===== config.mk =====
export PLATFORM = sky130hd
export DESIGN_NAME = rc4_stream_feeder
export DESIGN_NICKNAME = d
export VERILOG_FILES = /design/src/rtl/rc4_pkg.sv /design/src/rtl/rc4_byte_fifo.sv /design/src/rtl/rc4_stream_feeder.sv
export SDC_FILE = /design/constraint.sdc
export NUM_CORES = 1
export LEC_CHECK = 0
export CORE_ASPECT_RATIO = 1.2
export CORE_MARGIN = 4
export CORE_UTILIZATION = 45
export DETAILED_ROUTE_END_ITERATION = 16
export GPL_TIMING_DRIVEN = 0
export PLACE_DENSITY = 0.71
export SYNTH_ARGS = -nofsm -noshare
export SYNTH_HDL_FRONTEND = slang
export SYNTH_SLANG_ARGS = --single-unit

===== constraint.sdc =====
create_clock -name clk -period 2.5 [get_ports clk]
set_input_delay 0.5 -clock clk [delete_from_list [all_inputs] [get_ports clk]]
set_output_delay 0.5 -clock clk [all_outputs]
set_load 0.01 [all_outputs]

===== src/rtl/rc4_pkg.sv =====
// Shared types and constants for the RC4 stream feeder front end.
package rc4_pkg;
  localparam int         KEY_BYTES = 16;
  localparam logic [7:0] NULL_CHAR = 8'h00;

  typedef enum logic [1:0] {KEY_LOAD, RELEASE, WAIT_INIT, STREAM} feeder_state_t;
  typedef logic [7:0] byte_t;
endpackage


===== src/rtl/rc4_byte_fifo.sv =====
// Synchronous byte FIFO with occupancy count; flush overrides push and pop.
module rc4_byte_fifo
  import rc4_pkg::*;
#(
  parameter int DEPTH = 16,
  parameter int AW    = $clog2(DEPTH)
) (
  input  logic        clk,
  input  logic        rst_n,
  input  logic        push,
  input  logic        pop,
  input  logic        flush,
  input  byte_t       wdata,
  output byte_t       rdata,
  output logic [AW:0] count,
  output logic        full,
  output logic        empty
);

  byte_t         mem [DEPTH];
  logic [AW-1:0] wr_ptr;
  logic [AW-1:0] rd_ptr;
  logic          do_push;
  logic          do_pop;

  assign full    = (count == (AW+1)'(DEPTH));
  assign empty   = (count == '0);
  assign do_push = push && !full;
  assign do_pop  = pop && !empty;
  assign rdata   = mem[rd_ptr];

  // Pointers wrap naturally because DEPTH is a power of two.
  always_ff @(posedge clk or negedge rst_n) begin
    if (!rst_n) begin
      wr_ptr <= '0;
      rd_ptr <= '0;
      count  <= '0;
    end else if (flush) begin
      wr_ptr <= '0;
      rd_ptr <= '0;
      count  <= '0;
    end else begin
      if (do_push) wr_ptr <= wr_ptr + 1'b1;
      if (do_pop)  rd_ptr <= rd_ptr + 1'b1;
      case ({do_push, do_pop})
        2'b10:   count <= count + 1'b1;
        2'b01:   count <= count - 1'b1;
        default: count <= count;
      endcase
    end
  end

  always_ff @(posedge clk) begin
    if (do_push && !flush) mem[wr_ptr] <= wdata;
  end

endmodule


===== src/rtl/rc4_stream_feeder.sv =====
// Loads the RC4 key serially, sequences the decryptor reset, and streams
// buffered ciphertext into the core once its key schedule completes.
//
//   state     | meaning
//   KEY_LOAD  | collecting 16 key bytes, decryptor held in reset
//   RELEASE   | one cycle: release decryptor reset
//   WAIT_INIT | buffering input, waiting for init_done
//   STREAM    | popping one buffered byte per cycle into the core
module rc4_stream_feeder
  import rc4_pkg::*;
#(
  parameter  int FIFO_DEPTH = 16,
  localparam int FIFO_AW    = $clog2(FIFO_DEPTH)
) (
  input  logic             clk,
  input  logic             rst_n,
  input  byte_t            key_byte,
  input  logic             key_valid,
  output logic             key_ready,
  input  logic             rekey,
  input  byte_t            in_byte,
  input  logic             in_valid,
  output logic             in_ready,
  output logic [FIFO_AW:0] fifo_count,
  output byte_t            seed [15:0],
  output logic             dec_rst_n,
  input  logic             init_done,
  output byte_t            din,
  output logic             din_valid
);

  localparam int IDX_W = $clog2(KEY_BYTES);

  feeder_state_t    state;
  logic [IDX_W-1:0] idx;
  logic             rekey_take;
  logic             fifo_push;
  logic             fifo_pop;
  logic             fifo_full;
  logic             fifo_empty;
  byte_t            fifo_head;

  assign key_ready  = (state == KEY_LOAD);
  assign in_ready   = (state != KEY_LOAD) && !fifo_full;
  assign rekey_take = rekey && (state != KEY_LOAD);
  assign fifo_push  = in_valid && in_ready;
  assign fifo_pop   = (state == STREAM) && !fifo_empty && !rekey_take;

  rc4_byte_fifo #(
    .DEPTH (FIFO_DEPTH),
    .AW    (FIFO_AW)
  ) u_fifo (
    .clk   (clk),
    .rst_n (rst_n),
    .push  (fifo_push),
    .pop   (fifo_pop),
    .flush (rekey_take),
    .wdata (in_byte),
    .rdata (fifo_head),
    .count (fifo_count),
    .full  (fifo_full),
    .empty (fifo_empty)
  );

  always_ff @(posedge clk or negedge rst_n) begin
    if (!rst_n) begin
      state     <= KEY_LOAD;
      idx       <= '0;
      dec_rst_n <= 1'b0;
      din       <= NULL_CHAR;
      din_valid <= 1'b0;
      for (int i = 0; i < KEY_BYTES; i++) seed[i] <= NULL_CHAR;
    end else begin
      din       <= NULL_CHAR;
      din_valid <= 1'b0;
      case (state)
        KEY_LOAD: begin
          if (key_valid) begin
            seed[idx] <= key_byte;
            idx       <= idx + 1'b1;
            if (idx == IDX_W'(KEY_BYTES - 1)) state <= RELEASE;
          end
        end
        RELEASE: begin
          dec_rst_n <= 1'b1;
          state     <= WAIT_INIT;
        end
        WAIT_INIT: begin
          if (init_done) state <= STREAM;
        end
        STREAM: begin
          if (fifo_pop) begin
            din       <= fifo_head;
            din_valid <= 1'b1;
          end
        end
        default: state <= KEY_LOAD;
      endcase
      // Re-key abandons everything; the old seed stays until overwritten.
      if (rekey_take) begin
        state     <= KEY_LOAD;
        idx       <= '0;
        dec_rst_n <= 1'b0;
        din       <= NULL_CHAR;
        din_valid <= 1'b0;
      end
    end
  end

endmodule

==> flow_summary.ini, run 1 <==
[layout]
nets = 898
n_antenna_cell = 0
area_growth_pct = 28.5
final_layout_size_suffix_gt1_frac = 0.292

[grt]
track_usage = 0.189
antenna_found_initial = 0
grt_pass1_wl_um = 41000
grt_overflow_total = 0
grt_pass1_vias = 6822
grt_start_max_net_pins = 112

[sta]
layout_setup_ws_ns = -0.0432
period_share = 1.02
max-slew-margin-rel = 0.395
rsz0062_at_grt = yes
tightest_slew_ns = 0.904
fin_crit_ns = 2.54
skew_ns = 0.0165
hold_viol_final = 0
slew_violations = 0
setup_viol = 1
fmax_mhz = 393

[setup_path]
critPathKind = flip-flop to flip-flop
cp.arrival_ns = 2.95
crit_path_end_kind = flip-flop
critPathMaxFanout = 4
crit_path_start_kind = flip-flop
critPathRequiredTime_ns = 2.91

[yosys]
synth_top_area_cell = dfrtp_1
synth.avg_cell_area_sq_um = 17.4
ys.flop_type = dfrtp_1
synth_area_leaders = dfrtp_1 35%, edfxtp_1 34%, mux2_2 13%
yosysSeqAreaShare = 0.688
synth_warnings = 0
yosysTopAreaCellShare = 0.348
syn_nets = 688
ys_types = 47
synth_edf_count = 128
ys_seq_elements = 285
synth_cells = 651
syn_area_sq_um = 11300
synth-async-reset-ratio = 0.551

[status]
status = complete, but fails checks
violations = setup timing

[clock_tree]
cts_root_buffer = clkbuf_16
clk_path_buf_depth = 3
clk_latency_ns = 0.54
cts_tree = yes
clock_sinks = 285
htreeDepth = 1
clk_pin_slew_worst_paths_ns = 0.06
numCtsBuffers = 29

[floorplanning]
core_area_sq_um = 24800
dieArea_sq_um = 27700
die_w_um = 153
initial_core_util = 0.456
num_io_pins = 167
fp.dieH_um = 182
fp-row-count = 63

[pwr]
irDropWorstVdd_mv = 0.617
power.total_mw = 13.1
cellPowerDensity_nw_per_um2 = 902
cellLeakagePower_nw = 5.84

[routing]
wirelength_um = 26200
drc = 0
dr.pass1.iters = 4
detail_route.wl_per_cell_um = 21.6
vias_per_cell = 5.25
drt-initial-drc-count = 375
antenna_left = 0
vias = 6352

[run]
drv_cap = 0

[placed_design]
post-dp-hpwl_um = 17800
place_congestion = 0.768
pre_cts_slack_ns = -0.439
port_buffers = 166

[hold_path]
hold_path.class = input pin to asynchronous set/reset pin
repair_timing:
action                                 CTS  global route
gates cloned                             0             0
hold buffers                             1             0
setup endpoints to repair              113            80
pin swaps                                5             3
endpoints found under the hold margin   46             0
buffers inserted                         9             4
resized for setup                       14            11
sequential cells by signal (all words and copies together) (netlist names):
name	flops
u_fifo.mem	128
din_valid	1
din	8
seed	128
dec_rst_n	1
u_fifo.wr_ptr	4
u_fifo.count	5
state	2
u_fifo.rd_ptr	4
idx	4
logic make-up after synthesis:
family          synth area share
fa+ha+maj                 0.0166
buf+inv                   0.0165
simple gates              0.0442
compound gates            0.0195
mux                        0.209
xor+xnor                 0.00620
flops                      0.688
cell usage in the layout, fill, tap and decap left out, types with 3 or more instances in the layout:
cell type and count:
clkdlybuf4s50_1 164, xor2_1 4, o21ai_0 8, edfxtp_1 128, nor3_1 7, clkinv_1 5, nand4_1 3, buf_4 13
ha_1 13, a21oi_1 5, nor2b_1 11, clkinv_4 3, clkinv_2 4, inv_1 12, clkbuf_1 22, mux4_2 40
mux2_2 128, buf_6 4, and2_1 5, nand3_1 4, dfrtp_1 152, nor2_1 19, and2_2 5, clkbuf_16 29
dfrtp_2 5, nand2_1 31, xnor2_1 4
worst paths after layout:
check | endpoint | slack (ns) | startpoint | depth (start not counted)
min in group clk | seed[110] | 0.50 | seed[110] | 1
setup reg to reg | u_fifo.count[4] | -0.04 | u_fifo.count[0] | 10
setup / recovery | u_fifo.count[4] | -0.04 | u_fifo.count[0] | 10
hold / removal | din[7] | 0.44 | rst_n | 2
hold reg to reg | seed[110] | 0.50 | seed[110] | 1
max in group asynchronous | seed[98] | 1.17 | rst_n | 3
worst max-delay path: stages (launching register included):
cell	delay [ns]
dfrtp_2	0.43
or4_4	0.57
o211ai_4	0.21
buf_6	0.13
nor2_4	0.04
xnor2_1	0.18
ha_2	0.27
a31oi_1	0.12
nor3_1	0.24
o21a_1	0.17
nor3_1	0.05
through the flow:
| step | std cells | area (sq um) | utilization | TNS, ns | hold WS (ns) |
|---|---|---|---|---|---|
| after detailed placement | 1143 | 13400 | 0.543 | -28.88 | 0.423 |
| after floorplan | 651 | 11300 | - | 0 | 0.204 |
| after CTS | 1205 | 14500 | 0.584 | -0.112 | 0.447 |
| after global placement | 1142 | 13400 | 0.541 | -919.82 | 0.486 |
| after global routing | 1209 | 14500 | 0.587 | -4.21 | 0.465 |
| final | 1209 | 14500 | 0.587 | -0.0432 | 0.436 |
where the power goes:
group	internal (mW)	leakage [nW]	switching, mW	total, mW
Combinational	1.76	2.12	1.59	3.35
Sequential	5.37	3.28	0.279	5.65
Clock	2.34	0.435	1.75	4.09
Total	9.47	5.84	3.62	13.1
layout make-up:
class	count	area, sq um
timing repair buffer	181	1820
inverter	14	52.6
tap	325	407
sequential	285	7780
buffer	26	145
fill	1920	10200
clock inverter	18	154
clock buffer	36	752
multi-input combinational	324	3410
metal layers:
metal,vias to the layer above,global-route usage,wire [um]
met5,-,0,0
met4,0,0.0406,524
met3,38,0.0560,2020
met2,194,0.330,13600
met1,3268,0.234,10100
li1,2852,-,-
cells in the mapped netlist, drive strengths merged, types with 2 or more instances:
cell    number
a21boi       2
a21oi        5
a22o         2
a31oi        2
and2        10
and3         2
buf         10
clkbuf      18
dfrtp      157
edfxtp     128
ha          15
inv         14
mux2       128
mux2i        2
mux4        40
nand2       31
nand3        4
nand4        3
nor2        20
nor2b       11
nor3         8
nor4         4
o21ai       11
o31ai        2
or4          2
xnor2        4
xor2         4
Power figures use the tool's default switching activity.
==> run 2: changes to the inputs <==
--- a/config.mk
+++ b/config.mk
@@ -5,6 +5,7 @@
 export SDC_FILE = /design/constraint.sdc
 export NUM_CORES = 1
 export LEC_CHECK = 0
+export CAP_MARGIN = 20
 export CORE_ASPECT_RATIO = 1.2
 export CORE_MARGIN = 4
 export CORE_UTILIZATION = 45
==> results of run 2 <==
Final layout, timing and power as in run 1 (identical DEF).
==> run 3: changes to the inputs <==
--- a/config.mk
+++ b/config.mk
@@ -11,7 +11,7 @@
 export CORE_UTILIZATION = 45
 export DETAILED_ROUTE_END_ITERATION = 16
 export GPL_TIMING_DRIVEN = 0
-export PLACE_DENSITY = 0.71
+export PLACE_DENSITY = 0.68
 export SYNTH_ARGS = -nofsm -noshare
 export SYNTH_HDL_FRONTEND = slang
 export SYNTH_SLANG_ARGS = --single-unit
==> constraint.sdc (replaced) <==
create_clock -name clk -period 2.8 [get_ports clk]
set_input_delay 0.56 -clock clk [delete_from_list [all_inputs] [get_ports clk]]
set_output_delay 0.56 -clock clk [all_outputs]
set_load 0.01 [all_outputs]
==> run 3 against run 2 <==
The flow now finishes without violations. Sequential power decreased by 10%. Via count increased by 1.1%. Clock skew increased by 0.0060 ns. First-iteration DRC count decreased by 26%. Sequential cell count unchanged. Largest cell class unchanged. Highest routed layer is now met5.
==> flow_summary.ini, run 3 (synthesis results as in run 1) <==
[sta]
hold_ws_ns = 0.0556
setup_viol = 0
period_share = 0.955
skew_ns = 0.0225
hold_viol_final = 0
max-slew-margin-rel = 0.386
fmax_mhz = 374
slew_violations = 0
rsz0062_at_grt = no
tightest_slew_ns = 0.917
fin_crit_ns = 2.68

[clock_tree]
numCtsBuffers = 28
cts_root_buffer = clkbuf_16
clk_path_buf_depth = 3
clk_latency_ns = 0.54
cts_tree = yes
htreeDepth = 1
clock_sinks = 285
clk_pin_slew_worst_paths_ns = 0.06
cts_hold_buf = 0

[status]
status = finished clean

[floorplanning]
initial_core_util = 0.456
fp-row-count = 63
core_area_sq_um = 24800
fp.dieH_um = 182
dieArea_sq_um = 27700
num_io_pins = 167
die_w_um = 153

[grt]
antenna_found_initial = 1
grt_pass1_vias = 7154
grt_start_max_net_pins = 85
grt_overflow_total = 0
grt_pass1_wl_um = 42400
track_usage = 0.194

[layout]
top_regs = seed x128, u_fifo.mem x128, din x8
area_growth_pct = 27.8
n_antenna_cell = 0
design_area_sq_um = 14400
final_core_util = 0.583
layout.cells.non_filler = 1197
final_layout_size_suffix_gt1_frac = 0.273
layout_common_cells = 165 x clkdlybuf4s50_1, 155 x dfrtp_1, 128 x mux2_2, 128 x edfxtp_1, 40 x mux4_2
nets = 887
final_common_cell = clkdlybuf4s50_1

[setup_path]
cp.arrival_ns = 2.12
critPathKind = flip-flop to output pin
critPathRequiredTime_ns = 2.24
cpPeakStageDelay_ns = 0.50
cp_cell_sequence = nor4_2 -> a21oi_1 -> clkdlybuf4s50_1
slowest_stage = clkdlybuf4s50_1
crit_path_end_kind = output pin
critPathMaxFanout = 8
crit_path_start_kind = flip-flop

[pwr]
cellPowerDensity_nw_per_um2 = 810
irDropWorstVdd_mv = 0.521
cellLeakagePower_nw = 5.79
power.total_mw = 11.7

[placed_design]
port_buffers = 166
dpl.cell_count = 1143
place_congestion = 0.876
placed_area_sq_um = 13400
post-dp-hpwl_um = 18500

[routing]
antenna_left = 0
drc = 0
vias_per_cell = 5.36
dr.pass1.iters = 4
detail_route.wl_per_cell_um = 22.3
drt-initial-drc-count = 276
vias = 6421
wirelength_um = 26700

[run]
drv_cap = 0

[hold_path]
hold_path.class = input pin to asynchronous set/reset pin
==> run 3: report_power, final <==
| part | switching, mW | internal (mW) |
|---|---|---|
| registers | 0.267 | 4.79 |
| logic | 1.35 | 1.47 |
| clock network | 1.55 | 2.27 |
| total | 3.16 | 8.53 |
==> run 3: area by class of cell <==
| class | instances | area, sq um |
|---|---|---|
| fillers | 1923 | 10300 |
| clock inverters | 16 | 160 |
| plain buffers | 27 | 153 |
| inverters | 14 | 52.6 |
| well taps | 325 | 407 |
| repair buffers | 170 | 1710 |
| clock buffers | 36 | 792 |
| multi-input cells | 324 | 3380 |
| flip-flops and latches | 285 | 7770 |
==> run 3: metal layers <==
layer	wire length, um	track usage	part of all wire
met2	13900	0.342	0.52
met1	10100	0.235	0.38
met3	2070	0.0627	0.078
met5	12	0	0.00045
met4	485	0.0406	0.018
==> run 3: stage by stage <==
step / TNS (ns) / setup WS [ns]
floorplan: 0 / 0.0888
global placement: -777.20 / -4.96
detailed placement: -3.81 / -0.464
CTS: 0 / 0.0419
global route: 0 / 0.00734
finish: 0 / 0.125
==> run 3: timing repair <==
item	in CTS	in global routing
pin swaps	2	2
gates cloned	0	0
endpoints found under the setup margin	21	2
setup buffers	3	0
gates resized for setup	13	4
==> run 3: critical path, delay by kind of cell, from the launching register on <==
kind | cells | cell delay [ns]
compound gates | 1 | 0.13
simple gates | 1 | 0.48
flops | 1 | 0.46
buf+inv | 1 | 0.50
==> run 3: worst paths after layout <==
path	slack (ns)	start	to	cells after the start
max	0.12	u_fifo.count[1]	in_ready	3
min reg2reg	0.50	seed[63]	seed[63]	1
max in group asynchronous	1.86	rst_n	seed[95]	2
max reg2reg	0.17	u_fifo.count[1]	u_fifo.count[4]	10
min in group clk	0.50	seed[63]	seed[63]	1
min	0.06	rst_n	din[4]	1
